<file path="config.mk">
export PLATFORM = sky130hd
export DESIGN_NAME = nfu_2b_accum
export DESIGN_NICKNAME = d
export VERILOG_FILES = /design/src/rtl/nfu_2b_accum.sv
export SDC_FILE = /design/constraint.sdc
export NUM_CORES = 1
export LEC_CHECK = 0
export CORE_ASPECT_RATIO = 1.5
export CORE_MARGIN = 2
export CORE_UTILIZATION = 45
export CTS_CLUSTER_DIAMETER = 50
export DETAILED_ROUTE_END_ITERATION = 8
export DONT_BUFFER_PORTS = 1
export GPL_ROUTABILITY_DRIVEN = 0
export PLACE_DENSITY = 0.61
export SYNTH_ARGS = -nofsm -noshare
export SYNTH_HDL_FRONTEND = slang
export SYNTH_SLANG_ARGS = --single-unit
</file>
<file path="constraint.sdc">
create_clock -name clk -period 26.3 [get_ports clk]
set_input_delay 5.26 -clock clk [delete_from_list [all_inputs] [get_ports clk]]
set_output_delay 5.26 -clock clk [all_outputs]
set_load 0.03 [all_outputs]
</file>
<file path="src/rtl/nfu_2b_accum.sv">
// NFU-2B: registered binary adder tree over Tn masked signed lanes, followed by
// a saturating group accumulator that emits one clipped result per group.
module nfu_2b_accum #(
  parameter int BIT_WIDTH = 16,
  parameter int Tn        = 16,
  parameter int LOG2_TN   = 4,
  parameter int ACC_WIDTH = 32
) (
  input  logic                    clk,
  input  logic                    rst,
  input  logic [Tn*BIT_WIDTH-1:0] i_nfu2A,
  input  logic [Tn-1:0]           i_lane_en,
  input  logic                    i_valid,
  input  logic                    i_first,
  input  logic                    i_last,
  output logic [BIT_WIDTH-1:0]    o_nfu2B,
  output logic                    o_valid,
  output logic                    o_sat,
  output logic                    o_busy
);

  localparam int TW = BIT_WIDTH + LOG2_TN;

  localparam logic signed [ACC_WIDTH-1:0] ACC_MAX = {1'b0, {(ACC_WIDTH-1){1'b1}}};
  localparam logic signed [ACC_WIDTH-1:0] ACC_MIN = {1'b1, {(ACC_WIDTH-1){1'b0}}};
  localparam logic [BIT_WIDTH-1:0]        OUT_MAX = {1'b0, {(BIT_WIDTH-1){1'b1}}};
  localparam logic [BIT_WIDTH-1:0]        OUT_MIN = {1'b1, {(BIT_WIDTH-1){1'b0}}};

  logic [LOG2_TN:0] stage_vld;

  // Stage 0 captures the masked lanes; stage s holds Tn>>s sums of width BIT_WIDTH+s.
  for (genvar s = 0; s <= LOG2_TN; s++) begin : g_st
    localparam int unsigned N = Tn >> s;
    localparam int          W = BIT_WIDTH + s;

    logic signed [W-1:0] sum_q [N];
    logic                vld_q, fst_q, lst_q;

    assign stage_vld[s] = vld_q;

    if (s == 0) begin : g_cap
      always_ff @(posedge clk or posedge rst) begin
        if (rst) begin
          for (int unsigned k = 0; k < N; k++) sum_q[k] <= '0;
          vld_q <= 1'b0;
          fst_q <= 1'b0;
          lst_q <= 1'b0;
        end else begin
          for (int unsigned k = 0; k < N; k++)
            sum_q[k] <= i_lane_en[k] ? i_nfu2A[k*BIT_WIDTH +: BIT_WIDTH] : '0;
          vld_q <= i_valid;
          fst_q <= i_valid & i_first;
          lst_q <= i_valid & i_last;
        end
      end
    end else begin : g_add
      always_ff @(posedge clk or posedge rst) begin
        if (rst) begin
          for (int unsigned k = 0; k < N; k++) sum_q[k] <= '0;
          vld_q <= 1'b0;
          fst_q <= 1'b0;
          lst_q <= 1'b0;
        end else begin
          for (int unsigned k = 0; k < N; k++)
            sum_q[k] <= {g_st[s-1].sum_q[2*k][W-2],   g_st[s-1].sum_q[2*k]}
                      + {g_st[s-1].sum_q[2*k+1][W-2], g_st[s-1].sum_q[2*k+1]};
          vld_q <= g_st[s-1].vld_q;
          fst_q <= g_st[s-1].fst_q;
          lst_q <= g_st[s-1].lst_q;
        end
      end
    end
  end

  logic signed [TW-1:0]        tree_sum;
  logic                        tree_vld, tree_fst, tree_lst;
  logic signed [ACC_WIDTH-1:0] tree_ext;
  logic        [ACC_WIDTH:0]   acc_wide;

  logic signed [ACC_WIDTH-1:0] acc_q, acc_d;
  logic                        sticky_q, sticky_d;
  logic                        open_q, open_d;
  logic [BIT_WIDTH-1:0]        res_d;
  logic                        sat_d, vld_d, clip;

  assign tree_sum = g_st[LOG2_TN].sum_q[0];
  assign tree_vld = g_st[LOG2_TN].vld_q;
  assign tree_fst = g_st[LOG2_TN].fst_q;
  assign tree_lst = g_st[LOG2_TN].lst_q;
  assign tree_ext = {{(ACC_WIDTH-TW){tree_sum[TW-1]}}, tree_sum};
  assign acc_wide = {acc_q[ACC_WIDTH-1], acc_q} + {tree_ext[ACC_WIDTH-1], tree_ext};

  always_comb begin
    acc_d    = acc_q;
    sticky_d = sticky_q;
    open_d   = open_q;
    res_d    = o_nfu2B;
    sat_d    = o_sat;
    vld_d    = 1'b0;
    clip     = 1'b0;
    if (tree_vld) begin
      if (tree_fst) begin
        acc_d    = tree_ext;
        sticky_d = 1'b0;
      end else if (acc_wide[ACC_WIDTH] != acc_wide[ACC_WIDTH-1]) begin
        acc_d    = acc_wide[ACC_WIDTH] ? ACC_MIN : ACC_MAX;
        sticky_d = 1'b1;
      end else begin
        acc_d    = acc_wide[ACC_WIDTH-1:0];
      end
      open_d = ~tree_lst;
      if (tree_lst) begin
        // Value fits the output only if all bits above the output sign bit agree with it.
        clip  = (acc_d[ACC_WIDTH-1:BIT_WIDTH-1] != '0) &&
                (acc_d[ACC_WIDTH-1:BIT_WIDTH-1] != '1);
        res_d = clip ? (acc_d[ACC_WIDTH-1] ? OUT_MIN : OUT_MAX) : acc_d[BIT_WIDTH-1:0];
        sat_d = sticky_d | clip;
        vld_d = 1'b1;
      end
    end
  end

  always_ff @(posedge clk or posedge rst) begin
    if (rst) begin
      acc_q    <= '0;
      sticky_q <= 1'b0;
      open_q   <= 1'b0;
      o_nfu2B  <= '0;
      o_sat    <= 1'b0;
      o_valid  <= 1'b0;
    end else begin
      acc_q    <= acc_d;
      sticky_q <= sticky_d;
      open_q   <= open_d;
      o_nfu2B  <= res_d;
      o_sat    <= sat_d;
      o_valid  <= vld_d;
    end
  end

  assign o_busy = (|stage_vld) | open_q;

endmodule

</file>
==> impl_metrics.tcl <==
set metrics [dict create \
    status "finished, final reports clean" \
    finalSetupViolCount 0 \
    routed_wirelength_um 64900 \
    holdBufCountCts 0 \
    cts.htree.levels 2 \
    max_slew_margin_pct 29.4 \
    yosysUniqueCellTypes 69 \
    dr.first_iter.drc_count 752 \
    dpl_worst_slack_ps 17850 \
    postCtsSetupBuffers 0 \
    ir_drop_mv 0.0602 \
    cts_resized 0 \
    fin_ws_ps 18710 \
    maxCapViolations 0 \
    finalNetCount 3373 \
    crit_path_cell_trace "inv_8, buf_4, buf_4, buf_4" \
    critPathCapture "g_st[3].vld_q" \
    fillers 5856 \
    clk_latency_ps 630 \
    worst_pin_slew_ps 1040 \
    synthTopCellsByCount "589 x dfrtp_1, 283 x ha_1, 268 x and2_1, 209 x inv_1, 193 x nor2_1" \
    drc 0 \
    via_per_inst 5.25 \
    async_reset_ff_share_pct 100 \
    row_count 115 \
    multiInputGateArea_um2 13900 \
    dpl.hpwl_um 49900 \
    synth_edf_count 0 \
    num_vias 19560 \
    min_period_ps 7590 \
    die_h_um 318 \
    ys.flop_type "dfrtp_1" \
    cp.arrival_ps 8240 \
    synth_area_um2 29600 \
    clk_path_buf_depth 3 \
    p_leak_uw 0.0155 \
    syn_to_final_growth_pct 10.5 \
    final_core_util_pct 50.0 \
    worstSetupPathDepth 4 \
    yosysSeqAreaShare_pct 49.9 \
    crit_path_start_kind "primary input" \
    skew_ps 20.1 \
    hold_viol_final 0 \
    clock_sink_count 589 \
    firstDrtPassIters 5 \
    power.density_nw_per_um2 113 \
    rsz0062_at_grt "false" \
    io_buffers 0 \
    track_usage_pct 19.6 \
    antenna_found_initial 11 \
    critPathLaunch "rst" \
    yosysTopAreaCellShare_pct 49.9 \
    fmax_mhz 132 \
    regToRegSetupSlack_ps 21010 \
    drive_above_1_share_pct 4.95 \
    placed_cell_area_um2 30600 \
    boundaryPins 296 \
    min_period_over_period_pct 28.9 \
    yosysMostFrequentCell "dfrtp_1" \
    critPathRequiredTime_ps 26950 \
    ys_ff_latch 589 \
    cpMostUsedCell "buf_4" \
    die_area_um2 67800 \
    hp-class "flip-flop to flip-flop" \
    grt_first_pass_wirelength_um 105000 \
    start_util_pct 45.3 \
    stdcell_area_um2 32700 \
    final_antenna_net_count 0 \
    slew_viol_final 0 \
    crit_slowest_cell "buf_4" \
    gr-total-overflow 0 \
    syn_nets 3351 \
    core_area_um2 65300 \
    path_class "primary input to asynchronous set/reset pin" \
    cts_buffers 59 \
    netlist_instances 2775 \
    placed_cells 3613 \
    cts_tree "yes" \
    wl_per_cell_um 17.4 \
    r2r_cells 13 \
    reg2reg_from "g_st[4].sum_q[19]" \
    grt_pass1_vias 21090 \
    yosys.area.top_type "dfrtp_1" \
    cp_slowest_stage_delay_ps 780 \
    clkSlewWorstSetupHoldPaths_ps 60 \
    tns_ps 0 \
    crit_buf_inv 4 \
    root_buffer "clkbuf_16" \
    avgSynthCellArea_um2 10.7 \
    cpLargestDelayFamily "buffers and inverters" \
    instances_no_fill 3729 \
    synth_area_leaders "dfrtp_1 50%, ha_1 12%, and2_1 5.7%" \
    path_max_fanout 137 \
    r2r-end "o_nfu2B[3]" \
    regArea_um2 14700 \
    die_w_um 213 \
    setup.worst_path.end_class "asynchronous set/reset pin" \
    yosys_warnings 0 \
    grt_start_max_net_pins 183 \
]
-- through the flow --
step                hold WS, ps  power (uW)
floorplan                   331        2400
global placement            332        2760
detailed placement          335        2810
CTS                         349        3720
global route                359        3960
finish                      348        3680
-- registers in the layout, summed over array words and instances, names as in the netlist --
| register | cells |
|---|---|
| open_q | 1 |
| g_st.lst_q | 5 |
| g_st.vld_q | 5 |
| acc_q | 32 |
| g_st.fst_q | 5 |
| g_st.sum_q | 522 |
| o_nfu2B | 16 |
| sticky_q | 1 |
| o_sat | 1 |
| o_valid | 1 |
-- metal layers --
metal  GRT usage [%]  part of all wire, %  wire [um]  vias to the layer above
met5               0                 0.13         85                        -
met4            7.75                  3.8       2480                       14
met3            3.78                  4.5       2920                      141
met2            38.5                   56      36100                      422
met1            19.8                   36      23300                     9394
li1                -                    -          -                     9589
-- worst min path at each step --
stage,from,to,slack [ps],cells after the start
3_3_place_gp,g_st[1].lst_q,g_st[2].lst_q,330,0
6_report,g_st[0].lst_q,g_st[1].lst_q,350,0
3_5_place_dp,g_st[0].fst_q,g_st[1].fst_q,330,0
5_1_grt,g_st[0].lst_q,g_st[1].lst_q,360,0
2_1_floorplan,g_st[0].fst_q,g_st[1].fst_q,330,0
4_1_cts,g_st[0].fst_q,g_st[1].fst_q,350,0
-- power breakdown --
part	internal (uW)	switching, uW
combinational	644	906
clock	524	363
sequential	1110	140
-- area by class of cell --
type	count	area share (%)
sequential	589	45.1
clock inverter	34	1.35
multi-input combinational	1932	42.5
tap	877	3.36
timing repair buffer	6	0.176
inverter	209	2.43
antenna	5	0.0383
clock buffer	77	5.04
-- logic make-up after synthesis --
logic type	Yosys count	share of synthesized area, %
and+or+nand+nor	827	14.4
buffers and inverters	254	3.26
xor gates and xnor gates	169	5.01
DFF	589	49.9
adders and majority gates	299	13.1
AOI/OAI and AO/OA	605	13.2
muxes	32	1.21
-- cells in the final DEF, fill, tap and decap left out, drive strengths merged, types with 16 or more instances in the layout --
master   instances
a2111oi         16
a21boi          45
a21o            47
a21oi          171
a31oi           21
and2           268
clkbuf          77
dfrtp          589
fa              16
ha             283
inv            215
mux2            19
nand2          134
nand2b          29
nor2           193
nor2b           33
nor3            85
o211ai          18
o21a            17
o21ai          159
o2bb2ai         17
or3             24
xnor2          130
xor2            39
Power figures use the tool's default switching activity.
